**config.mk**
```make
export PLATFORM = sky130hd
export DESIGN_NAME = multi_cycle_cpu
export DESIGN_NICKNAME = d
export VERILOG_FILES = /design/src/rtl/multi_cycle_cpu.sv
export SDC_FILE = /design/constraint.sdc
export NUM_CORES = 2
export LEC_CHECK = 0
export BUFFER_PORTS_ARGS = -buffer_cell sky130_fd_sc_hd__buf_2
export CAP_MARGIN = 20
export CORE_ASPECT_RATIO = 1.1
export CORE_MARGIN = 4
export CORE_UTILIZATION = 45
export CTS_BUF_LIST = sky130_fd_sc_hd__clkbuf_8
export DETAILED_ROUTE_END_ITERATION = 16
export PLACE_DENSITY = 0.68
export SLEW_MARGIN = 30
export SYNTH_ARGS = -nofsm -noshare
export SYNTH_HDL_FRONTEND = slang
export SYNTH_SLANG_ARGS = --single-unit
```
**constraint.sdc**
```tcl
create_clock -name clk -period 5.9 [get_ports clk]
set_input_delay 1.18 -clock clk [delete_from_list [all_inputs] [get_ports clk]]
set_output_delay 1.18 -clock clk [all_outputs]
set_load 0.02 [all_outputs]
```
**src/rtl/multi_cycle_cpu.sv**
```systemverilog
// Multi-cycle MIPS-subset core: one ALU and one register file sequenced by an FSM,
// with instruction and data traffic sharing a word-addressed req/ready memory port.
module multi_cycle_cpu #(
  parameter int                ADDR_W   = 9,
  parameter logic [ADDR_W-1:0] RESET_PC = '0
) (
  input  logic              clk,
  input  logic              rst,
  output logic              mem_req,
  output logic              mem_we,
  output logic [ADDR_W-1:0] mem_addr,
  output logic [31:0]       mem_wdata,
  input  logic [31:0]       mem_rdata,
  input  logic              mem_ready,
  input  logic [4:0]        reg_addr,
  output logic [31:0]       reg_data,
  output logic [ADDR_W-1:0] PC,
  output logic [31:0]       instr,
  output logic [2:0]        state,
  output logic              illegal
);

  typedef enum logic [2:0] {
    S_IF  = 3'd0,
    S_ID  = 3'd1,
    S_EX  = 3'd2,
    S_MEM = 3'd3,
    S_WB  = 3'd4,
    S_ERR = 3'd5
  } state_e;

  typedef enum logic [2:0] {OP_R, OP_ADDI, OP_LW, OP_SW, OP_BEQ, OP_J, OP_BAD} op_e;

  localparam logic [5:0] OPC_R    = 6'b000000;
  localparam logic [5:0] OPC_ADDI = 6'b001000;
  localparam logic [5:0] OPC_LW   = 6'b100011;
  localparam logic [5:0] OPC_SW   = 6'b101011;
  localparam logic [5:0] OPC_BEQ  = 6'b000100;
  localparam logic [5:0] OPC_J    = 6'b000010;
  localparam logic [5:0] F_ADD    = 6'b100000;
  localparam logic [5:0] F_SUB    = 6'b100010;
  localparam logic [5:0] F_AND    = 6'b100100;
  localparam logic [5:0] F_OR     = 6'b100101;
  localparam logic [5:0] F_SLT    = 6'b101010;

  state_e            r_state;
  state_e            w_state_next;
  logic [ADDR_W-1:0] r_pc;
  logic [31:0]       r_ir;
  logic [31:0]       r_a;
  logic [31:0]       r_b;
  logic [31:0]       r_alu_out;
  logic [31:0]       r_mdr;
  logic              r_illegal;
  logic [31:0]       r_gpr [32];

  logic [5:0]        w_opcode;
  logic [5:0]        w_funct;
  logic [4:0]        w_rs;
  logic [4:0]        w_rt;
  logic [4:0]        w_rd;
  logic [31:0]       w_sext_imm;
  op_e               w_op;
  logic [31:0]       w_alu_r;
  logic [31:0]       w_addr_sum;
  logic [ADDR_W-1:0] w_br_target;
  logic [4:0]        w_wb_idx;
  logic [31:0]       w_wb_data;
  logic              w_wb_en;

  assign w_opcode    = r_ir[31:26];
  assign w_rs        = r_ir[25:21];
  assign w_rt        = r_ir[20:16];
  assign w_rd        = r_ir[15:11];
  assign w_funct     = r_ir[5:0];
  assign w_sext_imm  = {{16{r_ir[15]}}, r_ir[15:0]};
  assign w_addr_sum  = r_a + w_sext_imm;
  assign w_br_target = r_pc + w_sext_imm[ADDR_W-1:0];

  // NOTE: every signal assigned in always_comb gets a default first so no path leaves it
  // unassigned; a missed branch would otherwise infer a latch.
  always_comb begin
    w_op = OP_BAD;
    case (w_opcode)
      OPC_R:    if (w_funct inside {F_ADD, F_SUB, F_AND, F_OR, F_SLT}) w_op = OP_R;
      OPC_ADDI: w_op = OP_ADDI;
      OPC_LW:   w_op = OP_LW;
      OPC_SW:   w_op = OP_SW;
      OPC_BEQ:  w_op = OP_BEQ;
      OPC_J:    w_op = OP_J;
      default:  w_op = OP_BAD;
    endcase
  end

  always_comb begin
    w_alu_r = r_a + r_b;
    case (w_funct)
      F_SUB:   w_alu_r = r_a - r_b;
      F_AND:   w_alu_r = r_a & r_b;
      F_OR:    w_alu_r = r_a | r_b;
      F_SLT:   w_alu_r = {31'b0, $signed(r_a) < $signed(r_b)};
      default: ;
    endcase
  end

  // NOTE: clocked state uses non-blocking assignments so every register samples
  // pre-edge values, independent of statement order.
  always_ff @(posedge clk or negedge rst) begin
    if (!rst) r_state <= S_IF;
    else      r_state <= w_state_next;
  end

  always_comb begin
    w_state_next = r_state;
    case (r_state)
      S_IF:  if (mem_ready) w_state_next = S_ID;
      S_ID:  w_state_next = (w_op == OP_BAD) ? S_ERR : S_EX;
      S_EX: begin
        case (w_op)
          OP_R, OP_ADDI: w_state_next = S_WB;
          OP_LW, OP_SW:  w_state_next = S_MEM;
          default:       w_state_next = S_IF;
        endcase
      end
      S_MEM: if (mem_ready) w_state_next = (w_op == OP_LW) ? S_WB : S_IF;
      S_WB:  w_state_next = S_IF;
      S_ERR: w_state_next = S_ERR;
      default: w_state_next = S_IF;
    endcase
  end

  // The reset gate drops the request in the same cycle reset asserts, aborting any access.
  always_comb begin
    mem_req   = 1'b0;
    mem_we    = 1'b0;
    mem_addr  = r_pc;
    mem_wdata = r_b;
    case (r_state)
      S_IF:  mem_req = 1'b1;
      S_MEM: begin
        mem_req  = 1'b1;
        mem_we   = (w_op == OP_SW);
        mem_addr = r_alu_out[ADDR_W-1:0];
      end
      default: ;
    endcase
    if (!rst) begin
      mem_req = 1'b0;
      mem_we  = 1'b0;
    end
  end

  always_ff @(posedge clk or negedge rst) begin
    if (!rst) begin
      r_pc      <= RESET_PC;
      r_ir      <= '0;
      r_a       <= '0;
      r_b       <= '0;
      r_alu_out <= '0;
      r_mdr     <= '0;
      r_illegal <= 1'b0;
    end else begin
      case (r_state)
        S_IF: begin
          if (mem_ready) begin
            r_ir <= mem_rdata;
            r_pc <= r_pc + ADDR_W'(1);
          end
        end
        S_ID: begin
          r_a       <= r_gpr[w_rs];
          r_b       <= r_gpr[w_rt];
          r_alu_out <= 32'(w_br_target);
          if (w_op == OP_BAD) r_illegal <= 1'b1;
        end
        S_EX: begin
          case (w_op)
            OP_R:                 r_alu_out <= w_alu_r;
            OP_ADDI, OP_LW, OP_SW: r_alu_out <= w_addr_sum;
            OP_BEQ:               if (r_a == r_b) r_pc <= r_alu_out[ADDR_W-1:0];
            OP_J:                 r_pc <= r_ir[ADDR_W-1:0];
            default: ;
          endcase
        end
        S_MEM: if (mem_ready && w_op == OP_LW) r_mdr <= mem_rdata;
        default: ;
      endcase
    end
  end

  assign w_wb_idx  = (w_op == OP_R) ? w_rd : w_rt;
  assign w_wb_data = (w_op == OP_LW) ? r_mdr : r_alu_out;
  assign w_wb_en   = (r_state == S_WB) && (w_wb_idx != 5'd0);

  // NOTE: the register file must clear on reset, so it is built from flops with a reset
  // loop rather than a RAM macro (RAMs cannot be reset).
  always_ff @(posedge clk or negedge rst) begin
    if (!rst) begin
      for (int i = 0; i < 32; i++) r_gpr[i] <= '0;
    end else if (w_wb_en) begin
      r_gpr[w_wb_idx] <= w_wb_data;
    end
  end

  assign reg_data = r_gpr[reg_addr];
  assign PC       = r_pc;
  assign instr    = r_ir;
  assign state    = r_state;
  assign illegal  = r_illegal;

endmodule

```
==> PnR_summary.wiki <==
{| class="wikitable"
! Metric !! Value
|-
| Outcome || finished clean
|-
| Number of vias after detailed routing || 57200
|-
| Cell at the root of the clock tree || sky130_fd_sc_hd__clkbuf_8
|-
| # Post-CTS Setup Buffers || 0
|-
| Unrepaired setup endpoints after global routing || false
|-
| #FFs+latches synth || 1197
|-
| Post-place instance area || 77030 µm²
|-
| Combinational family with the most area after synthesis || multiplexers
|-
| GRT Resource Usage Total || between 20 and 30%
|-
| Maximum number of pins on one net before global-route repair || between 150 and 200
|-
| Number of inserted filler cells in the final layout || roughly 14000
|-
| Post-synthesis async set-or-reset flop share || between 90% and 100%
|-
| Layout Nets || approximately 6400
|-
| Post-route design area || a little over 80000 µm²
|-
| Ordered list of cells on the worst path || buf_8 > buf_12 > mux4_2 > mux4_2 > mux2_2 > buf_2
|-
| Crit path top cell by count || sky130_fd_sc_hd__mux4_2
|-
| CTS buffer count || around 190
|-
| Violation count after the first detailed-route iteration || 7574
|-
| Number of antenna violations at the first check in global routing || 15
|-
| Fraction of the mapped netlist area in compound gates || a little under an eighth
|-
| Vias in the first global route || roughly 57000
|-
| Row count || ~160
|-
| Number of enable-type register cells in the synthesized netlist || 0
|-
| Clock tree from TritonCTS || built
|-
| Cells after Synth || roughly 6400
|-
| Clock period minus worst slack || between 4000 and 5000 ps
|-
| Initial core utilization || 45.41%
|-
| Placer Congestion || around 0.96
|-
| Syn. warnings || 0
|-
| Multi-input logic area || around 42000 µm²
|-
| Number of buffers added on ports || 159
|-
| Die outline width || approximately 400 µm
|-
| Antenna Nets Post-Route || 0
|-
| Maximum ir drop on the vdd rail || around 380 µV
|-
| Routed vias/inst || ~6.7
|-
| Worst rel slew slack || ~29%
|-
| Cell type of the slowest stage on the worst timing path || sky130_fd_sc_hd__mux4_2
|-
| Worst path buffer plus inverter count || 3
|-
| Most common cell after layout, fill and taps aside || sky130_fd_sc_hd__dfrtp_1
|-
| Top post-synthesis cells by area || sky130_fd_sc_hd__dfrtp_1 41%, sky130_fd_sc_hd__mux4_2 29%, sky130_fd_sc_hd__o21ai_0 5.2%
|-
| Dominant cell type by area after synthesis || sky130_fd_sc_hd__dfrtp_1
|-
| Setup TNS || 0 ps
|-
| Dominant register cell in the synthesized netlist || sky130_fd_sc_hd__dfrtp_1
|-
| Worst-case clock skew || between 40 and 50 ps
|-
| Wire length of the first global-routing pass || ~370 mm
|-
| Worst skew pair latency || around 950 ps
|-
| Required time of the critical path || 4720 ps
|-
| Basic-gate share of the synthesized area counting and, or, nand and nor cells || approximately 8.4%
|-
| Number of buffers on the longest clock path || 3
|-
| Worst min-delay path class || primary input to asynchronous set/reset pin
|-
| Crit path max fanout || 39
|-
| Ratio of cells with drive above 1 in the final layout || ~28%
|-
| Final hold violations || 0
|-
| Worst hold margin || 157.8 ps
|-
| Leakage power total || approximately 33 nW
|-
| Share of synthesized area spent on multiplexers || between 30% and 40%
|-
| Kind of capture point of the worst setup path || primary output
|-
| Leading cell types in the layout, fill and taps excluded || 1186 x sky130_fd_sc_hd__dfrtp_1, 960 x sky130_fd_sc_hd__mux4_2, 787 x sky130_fd_sc_hd__nand2_1
|-
| Worst reg2reg path startpoint || instr[0]
|-
| Synthesized area || roughly 74000 µm²
|-
| Total of max-cap violations || 0
|-
| PostCTS Resize Cnt || 0
|-
| Total half-perimeter wirelength after legalization and detailed placement || around 150 mm
|-
| Slowest Stage Delay on Critical Path || between 500 and 600 ps
|-
| Net count after synthesis || ~6600
|-
| Pre-Repair DR Iteration Count || 6
|-
| Post-route clock period utilization || 81.87%
|-
| Clock-pin slew reported for the worst setup and hold paths after clock tree synthesis || about 80 ps
|-
| Ports || between 150 and 200
|-
| Level count of the clock H-tree || 4
|-
| Synth Area in Adders || under 10%
|-
| Kind of cell adding the most delay to the critical path || multiplexers
|-
| Maximum clock frequency || around 210 MHz
|-
| Vertical extent of the die || roughly 430 µm
|-
| Seq/Total Area, Yosys || between 40% and 50%
|-
| Final Setup Violations || 0
|-
| Worst-case setup slack after placement || about 1100 ps
|-
| Synth top area share || between 40% and 50%
|-
| Launching element of the worst setup path || reg_addr[0]
|-
| Yosys cell types || slightly below 90
|-
| Crit Path Class || primary input to primary output
|-
| Kind of start point of the critical path || primary input
|-
| Xor and xnor fraction of the mapped netlist area || less than 1%
|-
| Avg Cell Area, Syn || ~12 µm²
|-
| Wire per inst || roughly 29 µm
|-
| DRC violations left || 0
|-
| Final count of pins violating max slew || 0
|-
| Final global-route overflow total || 0
|-
| Worst-case setup margin in the final layout || approximately 1100 ps
|-
| CTS hold repair buffers || 0
|-
| Layout overhead on the synthesized area || 9.726%
|-
| Die Area || approximately 170000 µm²
|-
| Number of sinks on the clock net || about 1200
|-
| Least-Margin Pin Slew || ~1100 ps
|-
| Total wirelength of the detailed-routed design || approximately 250 mm
|-
| Crit path arrival time || roughly 3700 ps
|-
| Register Area || about 30000 µm²
|-
| Area of the core region || between 150000 and 200000 µm²
|-
| Pwr/cell area || 494.3 nW/µm²
|}
## cells in the mapped netlist (9+ instances only)
library cell and count:
sky130_fd_sc_hd__dfrtp_1 1197, sky130_fd_sc_hd__mux4_2 960, sky130_fd_sc_hd__nand2_1 806, sky130_fd_sc_hd__o21ai_0 773, sky130_fd_sc_hd__a21oi_1 512, sky130_fd_sc_hd__nor2_1 488
sky130_fd_sc_hd__clkbuf_1 475, sky130_fd_sc_hd__ha_1 136, sky130_fd_sc_hd__inv_1 118, sky130_fd_sc_hd__mux2i_1 109, sky130_fd_sc_hd__mux2_2 103, sky130_fd_sc_hd__buf_1 94
sky130_fd_sc_hd__buf_2 70, sky130_fd_sc_hd__nor3_1 42, sky130_fd_sc_hd__nand3_1 31, sky130_fd_sc_hd__o21ai_1 31, sky130_fd_sc_hd__a21o_1 29, sky130_fd_sc_hd__xnor2_1 25
sky130_fd_sc_hd__a211oi_1 24, sky130_fd_sc_hd__nand2b_1 21, sky130_fd_sc_hd__o211ai_1 20, sky130_fd_sc_hd__xor2_1 20, sky130_fd_sc_hd__a31oi_1 18, sky130_fd_sc_hd__o22ai_1 18
sky130_fd_sc_hd__a221oi_1 16, sky130_fd_sc_hd__nand4_1 16, sky130_fd_sc_hd__nor2b_1 16, sky130_fd_sc_hd__o21bai_1 15, sky130_fd_sc_hd__nor4_1 14, sky130_fd_sc_hd__o31ai_1 13
sky130_fd_sc_hd__o21a_1 11, sky130_fd_sc_hd__or3_1 11, sky130_fd_sc_hd__a221o_1 9, sky130_fd_sc_hd__and3_1 9, sky130_fd_sc_hd__nor2_2 9
## stage by stage
step,power (W),util [%],instances
final,0.04008,49.83,8539
after global routing,0.04209,49.82,8534
after CTS,0.03979,49.76,8530
after detailed placement,0.03230,47.34,8186
after global placement,0.03172,47.17,8182
after floorplan,0.02594,-,6401
## cell type report
type / count / area share [%]
inverters: 118 / 0.5463
clock buffers: 224 / 3.802
multi-input cells: 4445 / 51.23
clock inverters: 120 / 1.046
diodes: 6 / 0.01852
well taps: 2119 / 3.270
flip-flops and latches: 1197 / 36.99
repair buffers: 310 / 3.091
## cells by family after synthesis
kind of cell | Yosys count
adders and majority gates | 141
muxes | 1173
xor gates and xnor gates | 45
buffers and inverters | 759
and+or+nand+nor | 1508
AOI/OAI and AO/OA | 1578
DFF | 1197
## flip-flops by register name (all words and copies together) (netlist names), 3 cells and up
| register | count |
|---|---|
| r_gpr | 1024 |
| r_a | 32 |
| PC | 9 |
| r_alu_out | 32 |
| instr | 32 |
| state | 3 |
| r_mdr | 32 |
| mem_wdata | 32 |
## power by group
part	total [W]	switching, W	internal [W]
combinational	0.0195	0.0108	0.00864
clock	0.00748	0.00357	0.00391
sequential	0.0131	0.00298	0.0101
## per-layer routing
| metal | global-route usage [%] | vias up | routed length [µm] |
|---|---|---|---|
| met5 | 0 | - | 0 |
| met4 | 14.52 | 0 | 14180 |
| met3 | 8.062 | 769 | 28980 |
| met2 | 44.01 | 3623 | 112200 |
| met1 | 37.62 | 29070 | 90570 |
| li1 | - | 23740 | - |
## worst paths after layout
| check | slack [ps] | endpoint | cells after the start |
|---|---|---|---|
| hold / removal | 160 | instr[31] | 1 |
| setup reg to reg | 1230 | r_gpr[941] | 11 |
| min in group clk | 410 | r_gpr[1005] | 0 |
| hold reg to reg | 410 | r_gpr[1005] | 0 |
| setup / recovery | 1070 | reg_data[27] | 6 |
| max in group asynchronous | 3660 | r_gpr[962] | 4 |
No activity file was read; power rests on OpenSTA's default activity.
